## src/rtl/cordic_vector.sv

```systemverilog
// Vectoring-mode CORDIC: converts a sign-magnitude Q7.8 (x, y) pair into
// magnitude and atan2 angle. Each operation takes a fixed 14 cycles from the
// accepted start to the done pulse. Internal arithmetic is 24-bit two's
// complement with 12 fractional bits.
module cordic_vector (
  input  logic        clk,
  input  logic        reset,
  input  logic        start,
  input  logic [15:0] x,
  input  logic [15:0] y,
  output logic        busy,
  output logic        done,
  output logic [15:0] res1,
  output logic [15:0] res2
);

  typedef enum logic [1:0] {
    IDLE  = 2'd0,
    ITER  = 2'd1,
    SCALE = 2'd2,
    DONE  = 2'd3
  } state_t;

  localparam int unsigned         LAST_ITER = 11;
  // pi at 12 fractional bits (3.14159 * 4096, rounded)
  localparam logic signed [23:0] PI_Z      = 24'sd12868;
  // pi at 8 fractional bits; the angle magnitude is clamped to this
  localparam logic signed [23:0] PI_Q8     = 24'sd804;
  localparam logic signed [23:0] MAG_MAX   = 24'sd32767;

  // Sign-magnitude Q7.8 to two's complement with 12 fractional bits.
  // Negative zero collapses to 0 because negating 0 yields 0.
  function automatic logic signed [23:0] sm_to_tc(input logic [15:0] v);
    logic signed [23:0] m;
    m = {5'd0, v[14:0], 4'd0};
    return v[15] ? -m : m;
  endfunction

  // atan(2^-i) at 12 fractional bits, rounded to nearest.
  function automatic logic signed [23:0] atan_lut(input logic [3:0] i);
    logic signed [23:0] a;
    case (i)
      4'd0:    a = 24'sd3217;
      4'd1:    a = 24'sd1899;
      4'd2:    a = 24'sd1003;
      4'd3:    a = 24'sd509;
      4'd4:    a = 24'sd256;
      4'd5:    a = 24'sd128;
      4'd6:    a = 24'sd64;
      4'd7:    a = 24'sd32;
      4'd8:    a = 24'sd16;
      4'd9:    a = 24'sd8;
      4'd10:   a = 24'sd4;
      4'd11:   a = 24'sd2;
      default: a = 24'sd0;
    endcase
    return a;
  endfunction

  state_t             state_q, state_d;
  logic [3:0]         iter_q;
  logic signed [23:0] xr, yr, zr;
  logic               zero_q;
  logic [15:0]        mag_q, ang_q;
  logic               done_q;
  logic [15:0]        res1_q, res2_q;

  logic signed [23:0] x_in, y_in;
  logic signed [23:0] x_sh, y_sh, atan_i;
  logic signed [23:0] x_nx, y_nx, z_nx;
  logic signed [23:0] x_scl, x_rnd, z_rnd, z_abs;
  logic [15:0]        mag_d, ang_d;

  // State register.
  // NOTE: sequential state uses non-blocking assignments so every flop samples
  // the pre-edge values; blocking here would create order-dependent races.
  always_ff @(posedge clk or negedge reset) begin
    if (!reset) state_q <= IDLE;
    else        state_q <= state_d;
  end

  // Next-state logic: IDLE -> ITER (12 cycles) -> SCALE -> DONE -> IDLE.
  // NOTE: every always_comb output gets a default first so no path leaves it
  // unassigned, which would otherwise infer a latch.
  always_comb begin
    state_d = state_q;
    case (state_q)
      IDLE:    if (start) state_d = ITER;
      ITER:    if (iter_q == 4'(LAST_ITER)) state_d = SCALE;
      SCALE:   state_d = DONE;
      DONE:    state_d = IDLE;
      default: state_d = IDLE;
    endcase
  end

  // Operand conversion and one micro-rotation; d = +1 when y < 0.
  always_comb begin
    x_in   = sm_to_tc(x);
    y_in   = sm_to_tc(y);
    x_sh   = xr >>> iter_q;
    y_sh   = yr >>> iter_q;
    atan_i = atan_lut(iter_q);
    if (yr[23]) begin
      x_nx = xr - y_sh;
      y_nx = yr + x_sh;
      z_nx = zr - atan_i;
    end else begin
      x_nx = xr + y_sh;
      y_nx = yr - x_sh;
      z_nx = zr + atan_i;
    end
  end

  // Gain compensation, round-half-up to Q7.8 and sign-magnitude encoding.
  always_comb begin
    x_scl = (xr >>> 1) + (xr >>> 3) - (xr >>> 6) - (xr >>> 9);
    x_rnd = (x_scl + 24'sd8) >>> 4;
    z_rnd = (zr + 24'sd8) >>> 4;

    mag_d = 16'h0000;
    if (x_rnd[23])            mag_d = 16'h0000;
    else if (x_rnd > MAG_MAX) mag_d = 16'h7FFF;
    else                      mag_d = {1'b0, x_rnd[14:0]};

    z_abs = z_rnd[23] ? -z_rnd : z_rnd;
    if (z_abs > PI_Q8) z_abs = PI_Q8;

    // A zero vector has no defined angle; report +0. A zero angle is never -0.
    ang_d = 16'h0000;
    if (!zero_q && (z_abs != 24'sd0)) ang_d = {z_rnd[23], z_abs[14:0]};
  end

  // Datapath: operand load with quadrant pre-rotation, iterations, result capture.
  // All registers are cleared by reset so an aborted operation leaves no trace.
  always_ff @(posedge clk or negedge reset) begin
    if (!reset) begin
      iter_q <= 4'd0;
      xr     <= 24'sd0;
      yr     <= 24'sd0;
      zr     <= 24'sd0;
      zero_q <= 1'b0;
      mag_q  <= 16'h0000;
      ang_q  <= 16'h0000;
      done_q <= 1'b0;
      res1_q <= 16'h0000;
      res2_q <= 16'h0000;
    end else begin
      done_q <= 1'b0;
      case (state_q)
        IDLE: begin
          if (start) begin
            iter_q <= 4'd0;
            zero_q <= (x_in == 24'sd0) && (y_in == 24'sd0);
            if (x_in[23]) begin
              // Rotate by pi into the right half-plane and pre-load z with it.
              xr <= -x_in;
              yr <= -y_in;
              zr <= y_in[23] ? -PI_Z : PI_Z;
            end else begin
              xr <= x_in;
              yr <= y_in;
              zr <= 24'sd0;
            end
          end
        end
        ITER: begin
          xr     <= x_nx;
          yr     <= y_nx;
          zr     <= z_nx;
          iter_q <= iter_q + 4'd1;
        end
        SCALE: begin
          mag_q <= mag_d;
          ang_q <= ang_d;
        end
        DONE: begin
          res1_q <= mag_q;
          res2_q <= ang_q;
          done_q <= 1'b1;
        end
        default: ;
      endcase
    end
  end

  assign busy = (state_q != IDLE);
  assign done = done_q;
  assign res1 = res1_q;
  assign res2 = res2_q;

endmodule
```

## config.mk

```make
export PLATFORM = sky130hd
export DESIGN_NAME = cordic_vector
export DESIGN_NICKNAME = d
export VERILOG_FILES = /design/src/rtl/cordic_vector.sv
export SDC_FILE = /design/constraint.sdc
export NUM_CORES = 1
export LEC_CHECK = 0
export BUFFER_PORTS_ARGS = -buffer_cell sky130_fd_sc_hd__buf_4
export CORE_UTILIZATION = 45
export CTS_CLUSTER_DIAMETER = 100
export DETAILED_ROUTE_END_ITERATION = 6
export GPL_TIMING_DRIVEN = 0
export PLACE_DENSITY = 0.62
export SYNTH_ARGS = -nofsm -noshare
export SYNTH_HDL_FRONTEND = slang
export SYNTH_SLANG_ARGS = --single-unit
```

## constraint.sdc

```tcl
create_clock -name clk -period 7.62 [get_ports clk]
set_input_delay 1.524 -clock clk [delete_from_list [all_inputs] [get_ports clk]]
set_output_delay 1.524 -clock clk [all_outputs]
set_load 0.02 [all_outputs]
```

-- Yosys cells after proc, flatten, opt, wreduce, memory -nomap -nowiden
Memory sizes are Yosys's and may differ from the RTL's.
Cells that the tools add are included.
- bits in registers: 144
- memories kept: 1
- memory bits (read-only): 192
- bits of input ports: 35
- output and inout port bits: 34
- reductions and logical operators: 12
- shift-type cells: 2
- mux-type cells: 26
- order comparisons: 2
- $add $sub $neg: 17
- eq/ne operators: 6
- memories (memory ; words ; width ; read ports ; clocked after Yosys merged registers in ; write ports ; RTL line ; RTL):
    (no name shown) ; 16 ; 12 ; 1 ; 0 ; 0 ; 42 ; case (i)
- operator list (operator ; number):
    24-bit two-way mux ; 14
    24-bit case mux with 2 select lines ; 3
    24-bit adder ; 3
    24-bit subtractor ; 3
    24-bit by 5-bit adder with 24-bit output, second input constant ; 2
    24-bit logical NOT ; 2
    19-bit negator with 24-bit output ; 2
    24-bit negator ; 2
    24-bit by 4-bit >>> shifter with 24-bit output ; 2
    15-bit two-way mux ; 2
    23-bit by 21-bit adder with 24-bit output ; 1
    24-bit by 11-bit > comparator with 1-bit output, second input constant ; 1
    20-bit negator with 24-bit output ; 1
    24-bit nonzero test ; 1
    24-bit by 15-bit subtractor with 24-bit output ; 1
    24-bit by 18-bit subtractor with 24-bit output ; 1
    20-bit by 16-bit > comparator with 1-bit output, second input constant ; 1
    16-bit two-way mux ; 1
    2-bit case mux with 4 select lines ; 1
    4-bit case mux with 2 select lines ; 1
    2-bit AND reduction ; 3
    4-bit by 1-bit adder with 4-bit output, second input constant ; 1
    2-bit == test, second input constant ; 2
    4-bit == test, second input constant ; 1
    other kinds (9) ; 13

-- Depth between registers and ports, before layout
Gate-level depths: netlist of the first run.
- depth in word-level cells: 8
- mapped depth: 26

-- Worst setup path before layout of the first run
No wires, ideal clock.
- kind: register to register
- start: register iter_q[1]
- end: register zr[23]
- slack: 2.153 ns
- clock period less this slack: 5.467 ns
- arrival: 5.402 ns
- library setup time: 0.065 ns
- cell stages (with the launch flop): 25
- cells stage by stage: dfrtp_1 -> buf_6 -> buf_2 -> buf_2 -> buf_2 -> buf_2 -> inv_1 -> ha_1 -> a22oi_1 -> ha_1 -> nand3b_1 -> nor4_1 -> a21o_1 -> xor2_1 -> ha_1 -> a21o_1 -> a21oi_1 -> nand2_1 -> o221ai_1 -> o221ai_1 -> a221oi_1 -> mux2i_1 -> nand2_1 -> a21oi_1 -> o22a_1
- cells in the longest elaborated chain, start to end: 4
- ends and longest elaborated chain (what ; RTL line ; RTL):
    start: declaration ; 61 ; logic [3:0] iter_q;
    start signal: assignment ; 170 ; iter_q <= iter_q + 4'd1;
    memory read 16 x 12 bit * ; n/a ;
    24-bit adder or 24-bit subtractor (tied branches) ; 110, 106 ;
    24-bit two-way mux * ; 103 ; if (yr[23]) begin
    24-bit case mux with 2 select lines * ; 149 ; case (state_q)
    end signal: assignment ; 158 ; zr <= y_in[23] ? -PI_Z : PI_Z;
    end signal: assignment ; 169 ; zr <= z_nx;
    end: declaration ; 62 ; logic signed [23:0] xr, yr, zr;
Every way passes the cells marked *; elsewhere a longest branch is shown, timed or not.
A chain may end at the register's enable or synchronous reset.

-- Worst setup path in the final report of the first run
Ends and elaborated chain as after synthesis.

==> results of run 1 <==
==> state kept, by name, summed over array words and instances (netlist names) <==
name / cells
xr: 24
yr: 24
state_q: 2
iter_q: 4
ang_q: 16
done: 1
zr: 24
res2: 16
zero_q: 1
res1: 15
mag_q: 15
==> worst max-delay path, cell delays in order, from the launching register on <==
cell	delay (ns)
dfrtp_1	0.58
buf_6	0.24
buf_2	0.36
buf_2	0.42
buf_2	0.44
buf_2	0.42
inv_1	0.19
ha_1	0.45
nor2_1	0.08
a21oi_1	0.12
nor2_1	0.11
nor4_2	0.67
a21o_1	0.19
clkbuf_1	0.36
xnor2_1	0.14
ha_1	0.35
a21oi_1	0.21
nand2_1	0.08
o221ai_1	0.25
o221ai_1	0.23
a221oi_1	0.50
mux2i_1	0.30
nand2_1	0.07
a21oi_1	0.17
o22a_1	0.16
==> layout by cell type, fill, tap and decap left out, drive strengths merged, types with 10 or more instances in the layout <==
cell,synthesis,layout
a22oi,14,14
mux2i,55,55
a221o,18,18
o31ai,19,19
a21oi,189,189
nand3,44,44
nand4,19,19
a21o,45,45
nor2,189,189
clkbuf,65,82
ha,132,132
a31oi,31,31
o21ai,105,105
mux2,63,63
nand2,159,159
o41ai,10,10
and2,11,11
buf,56,118
nor2b,29,29
or2,10,10
inv,107,113
fa,38,38
a211oi,28,28
nand2b,25,25
mux4,35,35
nor3,46,46
and3,22,22
or3,19,19
dfrtp,142,142
nor4,21,21
xor2,73,73
o22ai,25,25
xnor2,122,122
o21a,20,20
==> area by class of cell <==
cell class	instances	area share, %
Sequential cell	142	18.0
Multi-Input combinational cell	1763	68.1
Tap cell	518	3.29
Clock buffer	17	2.16
Buffer	121	3.05
Inverter	108	2.06
Clock inverter	15	0.876
Timing Repair Buffer	62	2.48
==> metal layers <==
| metal | track usage, % | part of all wire, % |
|---|---|---|
| met5 | 0 | 0 |
| met3 | 4.74 | 7.1 |
| met4 | 13.7 | 4.2 |
| met1 | 43.1 | 45 |
| met2 | 48.1 | 44 |
==> final timing paths <==
| path | from | to | slack, ns | depth (start not counted) |
|---|---|---|---|---|
| hold / removal | ang_q[3]$_DFFE_PN0P_ | ang_q[3]$_DFFE_PN0P_ | 0.49 | 2 |
| max in group asynchronous | reset | yr[8]$_DFFE_PN0P_ | 5.70 | 2 |
| hold reg to reg | ang_q[3]$_DFFE_PN0P_ | ang_q[3]$_DFFE_PN0P_ | 0.49 | 2 |
| setup reg to reg | iter_q[1]$_DFFE_PN0P_ | zr[23]$_DFFE_PN0P_ | 0.45 | 24 |
| min in group asynchronous | reset | res1[0]$_DFFE_PN0P_ | 1.02 | 1 |
| setup / recovery | iter_q[1]$_DFFE_PN0P_ | zr[23]$_DFFE_PN0P_ | 0.45 | 24 |
==> cells by family after synthesis <==
family                     count (synthesis)  synth area share (%)
AOI/OAI and AO/OA                        606                  22.2
xor gates and xnor gates                 195                  9.61
adders and majority gates                170                  13.4
buffers and inverters                    229                  5.61
DFF                                      142                  19.8
muxes                                    153                  11.6
other                                      1                0.0209
and+or+nand+nor                          638                  17.7
==> through the flow <==
step	instances	setup slack, ns	cell area, sq um	hold slack (ns)	utilization [%]
detailed placement	2714	0.281	19100	0.472	49.0
floorplan	2134	2.15	18000	0.446	-
global placement	2713	0.408	19100	0.470	48.9
CTS	2746	0.228	19700	0.491	50.5
global route	2746	0.0254	19700	0.511	50.5
finish	2746	0.451	19700	0.492	50.5
==> run metrics, run 1 <==
Async S/R FF share, synth 100%; outcome finished, final reports clean; Arr. time, crit path 7.57 ns; number of global-route vias before repair 16500; share of cells above drive strength 1 12.3%; Total Wirelength 63000 microns; first-pass GRT wire length 97600 microns; CTS tree yes; ys flop type dfrtp_1; Clock Skew 0.0171 ns; Setup-failing EPs final 0; CP Capture Type register; initial antenna violation count 1; total grt overflow 0; Top-Level Pins 69; via count 17200; initial DRC count 1619; DR WL/cell 23.0 microns; Final GP Congestion 1.04; Initial Utilization 46.0%; clock slew at reported path FFs 0.08 ns; mapped cell area 18000 sq um; CTS root buf clkbuf_16; worst slew pin tran 1.10 ns; total CTS buffers 17; fin crit share 94.1%; fmax 139 MHz; Layout area overhead 9.73%; syn_nets 2339; core box area 39000 sq um; area of all sequential standard cells 3550 sq um; DR DRC count 0; Max-cap violations 0; Post-CTS Hold Buffers 0; top cells by count, synth a21oi_1, nor2_1, nand2_1; n_diodes 0; # nets final 2420; Mapped Cells 2134; die outline width 202 microns; Final Hold Viols 0; Relative slew margins 26.6%; Slew Viols, Final 0; clock latency at the later pin of the worst-skew pair 0.46 ns; DIE AREA 40700 sq um; GRT Util Overall 31.1%; # resized after CTS 0; Critical Path Fanout Max 10; Netlist cell types 104; Final HPWL DP 49100 microns; vias per inst 6.27; clock sink total 142; # rows 72; RSZ-0062 raised after global routing false; mean post-synth cell area 8.42 sq um; area occupied by multi-input gates 13400 sq um; sequential area share after synthesis 19.8%; top-area cell type share of the netlist area 19.8%; crit start category register; largest area contributor in the netlist dfrtp_1; EDFF count, synth 0; post-layout min period 7.17 ns; Die Y 202 microns; H-tree Lvls 4; I/O Buffers 61; setup repair bufs after CTS 0; CP Class reg -> reg; Filler cells 3773; largest net degree at the start of global routing 90; post-route antenna net violation count 0; top cells by area, synth dfrtp_1, ha_1, xnor2_1; YS warnings 0; flops & latches, synth 142; Clock Path Buffers 2; first drt pass iteration count 5; HP Class reg -> reg; setup TNS 0 ns; Required @ worst endpoint 8.02 ns
Power of run 1 is left out: the tool's default activity adds up to more than one toggle a clock period on the data nets, which glitch-free logic cannot reach.
==> run 2: changes to the inputs <==
Settings changed: BUFFER_PORTS_ARGS -buffer_cell sky130_fd_sc_hd__buf_4 to -buffer_cell sky130_fd_sc_hd__buf_2.
==> run 2 against run 1 <==
- register-to-register slack about the same
- flip-flop and latch count unchanged
- critical path depth unchanged
- count of clock-buffer cells in the layout unchanged
- non-clock buffer count unchanged
- cell count unchanged
- maximum frequency increased by 0.13%
- global-route usage increased by 0.057 points
- largest cell class unchanged
- via count decreased by 0.54%
- highest routed layer unchanged
- core utilization decreased by 0.32 points
==> run metrics, run 2 (same netlist as run 1, synthesis figures left out) <==
worst slew pin tran 1.17 ns (+0.0700 ns); GRT Util Overall 31.2% (+0.057 points); DR WL/cell 23.0 microns (+0.17%); CTS tree yes; Total Wirelength 63100 microns (+0.17%); Die Y 202 microns (unchanged); post-route antenna net violation count 0 (unchanged); vias per inst 6.24 (-0.54%); die outline width 202 microns (unchanged); clock latency at the later pin of the worst-skew pair 0.46 ns (about the same); first drt pass iteration count 5 (unchanged); total grt overflow 0 (unchanged); CP Class reg -> reg; Initial Utilization 46.0% (unchanged); first-pass GRT wire length 97600 microns (about the same); Setup-failing EPs final 0 (unchanged); Top-Level Pins 69 (unchanged); initial DRC count 1483 (-8.4%); number of global-route vias before repair 16500 (+0.030%); setup TNS 0 ns (unchanged); largest net degree at the start of global routing 91 (+1.1%); clock sink total 142 (unchanged); # rows 72 (unchanged); total CTS buffers 17 (unchanged); fin crit share 94.0% (-0.12 points); largest registers xr (24), yr (24), zr (24); setup repair bufs after CTS 0 (unchanged); outcome finished, final reports clean; commonest non-fill, non-tap cells in the layout nor2_1, a21oi_1, nand2_1, dfrtp_1, ha_1; Arr. time, crit path 7.55 ns (-0.02 ns); fmax 140 MHz (+0.13%); Max-cap violations 0 (unchanged); Required @ worst endpoint 8.01 ns (about the same); Post-CTS Hold Buffers 0 (unchanged); Final Hold Viols 0 (unchanged); Clock Skew 0.0128 ns (-0.00432 ns); I/O Buffers 61 (unchanged); H-tree Lvls 4 (unchanged); DR DRC count 0 (unchanged); crit start category register; Final HPWL DP 48700 microns (-0.80%); CTS root buf clkbuf_16; CP Capture Type register; DIE AREA 40700 sq um (unchanged); Clock Path Buffers 2 (unchanged); n_diodes 0 (unchanged); Slew Viols, Final 0 (unchanged); Relative slew margins 21.9% (-4.7 points); # nets final 2420 (unchanged); Final GP Congestion 0.989 (-4.8%); clock slew at reported path FFs 0.08 ns (about the same); HP Class reg -> reg; initial antenna violation count 0 (-1); Critical Path Fanout Max 10 (unchanged); core box area 39000 sq um (unchanged); Layout area overhead 9.04%; via count 17100 (-0.54%); post-layout min period 7.16 ns (-0.00939 ns); share of cells above drive strength 1 12.3% (unchanged); RSZ-0062 raised after global routing false
run 2: worst max-delay path: stages, from the launching register on:
cell and delay, ns:
dfrtp_1 0.58, buf_6 0.23, buf_2 0.35, buf_2 0.44
buf_2 0.46, buf_2 0.42, inv_1 0.17, ha_1 0.41
a22oi_1 0.24, ha_1 0.21, nand3b_1 0.13, nor4_2 0.52
a21o_1 0.27, xor2_1 0.19, ha_1 0.32, a21o_1 0.20
a21oi_1 0.20, nand2_1 0.09, o221ai_1 0.27, o221ai_1 0.22
a221oi_1 0.48, mux2i_1 0.29, nand2_1 0.07, a21oi_1 0.17
o22a_1 0.15
run 2: path summary, 6_finish.rpt:
check / start / to / slack (ns) / cells after the start
max: iter_q[1]$_DFFE_PN0P_ / zr[23]$_DFFE_PN0P_ / 0.46 / 24
min in group asynchronous: reset / res1[0]$_DFFE_PN0P_ / 1.02 / 1
max in group asynchronous: reset / yr[17]$_DFFE_PN0P_ / 5.74 / 2
min reg2reg: ang_q[7]$_DFFE_PN0P_ / ang_q[7]$_DFFE_PN0P_ / 0.50 / 2
min: ang_q[7]$_DFFE_PN0P_ / ang_q[7]$_DFFE_PN0P_ / 0.50 / 2
max reg2reg: iter_q[1]$_DFFE_PN0P_ / zr[23]$_DFFE_PN0P_ / 0.46 / 24
run 2: layout make-up:
| type | instances | area (sq um) |
|---|---|---|
| repair buffers | 62 | 339 |
| multi-input cells | 1763 | 13400 |
| plain buffers | 121 | 602 |
| clock buffers | 17 | 425 |
| inverters | 108 | 405 |
| clock inverters | 15 | 199 |
| flip-flops and latches | 142 | 3550 |
| fillers | 3767 | 19400 |
| well taps | 518 | 648 |
run 2: repair_timing:
action / 4_1_cts / 5_1_grt
gates resized for setup: 0 / 2
endpoints found under the setup margin: 0 / 1
hold endpoints to repair: 0 / 0
run 2: through the flow:
| stage | cell area [sq um] | std cells | utilization [%] | worst slack, ns | hold slack, ns |
|---|---|---|---|---|---|
| floorplan | 18000 | 2134 | - | 2.15 | 0.446 |
| global placement | 18900 | 2713 | 48.5 | 0.468 | 0.466 |
| detailed placement | 18900 | 2714 | 48.6 | 0.431 | 0.475 |
| CTS | 19600 | 2746 | 50.2 | 0.384 | 0.493 |
| global route | 19600 | 2746 | 50.2 | 0.178 | 0.517 |
| finish | 19600 | 2746 | 50.2 | 0.460 | 0.495 |
run 2: layer usage:
metal | track usage, % | routed length, microns | share of wire, % | vias up
met1 | 41.7 | 27500 | 43 | 8299
met2 | 49.2 | 28100 | 45 | 689
met4 | 12.9 | 2640 | 4.2 | 0
met3 | 6.11 | 4930 | 7.8 | 132
met5 | 0 | 0 | 0 | -
li1 | - | - | - | 8010
Power of run 2 is left out for the same reason.
==> run 3: changes to the inputs <==
Settings changed: RECOVER_POWER from default to 50.
==> run 3 against run 2 <==
- the run now ends with capacitance limit, slew limit left
- maximum frequency up 0.14%
- first-iteration DRC count decreased by 0.47%
- critical path depth unchanged
- clock skew fell by 0.0017 ns
- worst hold slack worse by 0.0011 ns
- die area unchanged
- count of clock-buffer cells in the layout unchanged
- register-to-register slack about the same
- critical path type unchanged
- core utilization down 0.077 points
- cell count is the same
==> run metrics, run 3 (same netlist as run 1, synthesis figures left out) <==
outcome complete, but fails checks; failing checks capacitance limit, slew limit; CP startpoint iter_q[1]$_DFFE_PN0P_; Arr. time, crit path 7.54 ns (about the same); CP Class reg -> reg; Layout area overhead 8.88%; Post-CTS Hold Buffers 0 (unchanged); vias per inst 6.26 (+0.32%); core box area 39000 sq um (unchanged); crit start category register; Die Y 202 microns (unchanged); first drt pass iteration count 5 (unchanged); post-layout min period 7.15 ns (-0.00972 ns); largest registers xr (24), yr (24), zr (24); clock sink total 142 (unchanged); Top-Level Pins 69 (unchanged); I/O Buffers 61 (unchanged); CTS tree yes; total CTS buffers 17 (unchanged); Final HPWL DP 48700 microns (unchanged); fmax 140 MHz (+0.14%); RR Startpoint iter_q[1]$_DFFE_PN0P_; post-route antenna net violation count 0 (unchanged); Total Wirelength 63100 microns (-0.11%); initial DRC count 1476 (-0.47%); via count 17200 (+0.32%); Final Non-Filler Cells 2746 (unchanged); placed insts 2714 (unchanged); clock latency at the later pin of the worst-skew pair 0.45 ns (about the same); HP Class reg -> reg; first-pass GRT wire length 97600 microns (unchanged); CP Capture Type register; die outline width 202 microns (unchanged); n_diodes 0 (unchanged); DR WL/cell 23.0 microns (-0.11%); CTS root buf clkbuf_16; Clock Skew 0.0110 ns (-0.00174 ns); Setup-failing EPs final 0 (unchanged); Filler cells 3770 (+0.080%); # rows 72 (unchanged); CP bufs+invs 6 (unchanged); Slowest-stage cell, CP dfrtp_1; DR DRC count 0 (unchanged); # nets final 2420 (unchanged); Relative slew margins -105% (-130 points); number of global-route vias before repair 16500 (unchanged); GRT Util Overall 31.2% (unchanged); DIE AREA 40700 sq um (unchanged); crit-path max cell delay 0.57 ns (about the same); setup TNS 0 ns (unchanged); initial antenna violation count 0 (unchanged); total grt overflow 0 (unchanged); clock slew at reported path FFs 0.08 ns (about the same); Initial Utilization 46.0% (unchanged); RSZ-0062 raised after global routing false; fin crit share 93.8% (-0.13 points); Final GP Congestion 0.989 (unchanged); Hold Startpoint ang_q[4]$_DFFE_PN0P_; Clock Path Buffers 2 (unchanged); Max-cap violations 2 (+2); commonest non-fill, non-tap cells in the layout nor2_1, a21oi_1, nand2_1, dfrtp_1, ha_1; largest net degree at the start of global routing 91 (unchanged); Final Hold Viols 0 (unchanged); H-tree Lvls 4 (unchanged); Slew Viols, Final 145 (+145); worst slew pin tran 3.08 ns (+1.91 ns); share of cells above drive strength 1 12.3% (-0.045 points); Critical Path Fanout Max 10 (unchanged); CP most frequent cell buf_2; Largest delay share family, worst path compound AO/OA/AOI/OAI gates; Required @ worst endpoint 8.01 ns (about the same); crit-path cells buf_6, buf_2, buf_2, buf_2, buf_2, inv_1, ha_1, a22oi_1, ha_1, nand3b_1, nor4_2, a21o_1, xor2_1, ha_1, a21o_1, a21oi_1, nand2_1, o221ai_1, o221ai_1, a221oi_1, mux2i_1, nand2_1, a21oi_1, o22a_1
run 3: cell types whose count changed in the layout (fill, tap and decap cells not counted):
cell,delta
buf_1,-3
buf_16,-1
buf_6,-1
clkbuf_1,+4
clkbuf_2,+1
run 3: what timing repair did:
action / CTS / global route
gates resized for setup: 0 / 2
setup endpoints to repair: 0 / 1
buffers inserted: 0 / 0
run 3: final timing paths:
check / end / slack (ns) / cells past startpoint
worst min-delay path: ang_q[4]$_DFFE_PN0P_ / 0.49 / 2
worst max-delay path: zr[23]$_DFFE_PN0P_ / 0.47 / 24
min in group asynchronous: mag_q[5]$_DFFE_PN0P_ / 2.07 / 1
worst min register to register: ang_q[4]$_DFFE_PN0P_ / 0.49 / 2
max in group asynchronous: yr[17]$_DFFE_PN0P_ / 2.02 / 2
worst max register to register: zr[23]$_DFFE_PN0P_ / 0.47 / 24
run 3: cell type report:
cell class	count	area [sq um]	area share (%)
Timing Repair Buffer	62	309	1.58
Inverter	108	405	2.07
Clock buffer	17	425	2.18
Clock inverter	15	199	1.02
Tap cell	518	648	3.31
Buffer	121	602	3.08
Multi-Input combinational cell	1763	13400	68.6
Sequential cell	142	3550	18.2
run 3: metrics by stage:
stage | area [sq um] | setup slack, ns | hold slack [ns] | util (%)
finish | 19600 | 0.470 | 0.494 | 50.1
global route | 19600 | 0.178 | 0.517 | 50.1
CTS | 19600 | 0.384 | 0.493 | 50.2
detailed placement | 18900 | 0.431 | 0.475 | 48.6
global placement | 18900 | 0.468 | 0.466 | 48.5
floorplan | 18000 | 2.15 | 0.446 | -
run 3: worst register-to-register path, delay by kind of cell, from the launching register on:
family          cells  cell delay, ns
fa+ha+maj           3            0.93
buf+inv             6            2.06
simple gates        4            0.82
compound gates      9            2.22
flops               1            0.57
mux                 1            0.29
xor+xnor            1            0.19
run 3: per-layer routing:
layer | up-vias | part of all wire [%] | global-route usage, %
met2 | 707 | 44 | 49.2
met5 | - | 0 | 0
met3 | 137 | 8.1 | 6.11
met1 | 8343 | 43 | 41.7
li1 | 7997 | - | -
met4 | 0 | 4.2 | 12.9
Power of run 3 is left out for the same reason.
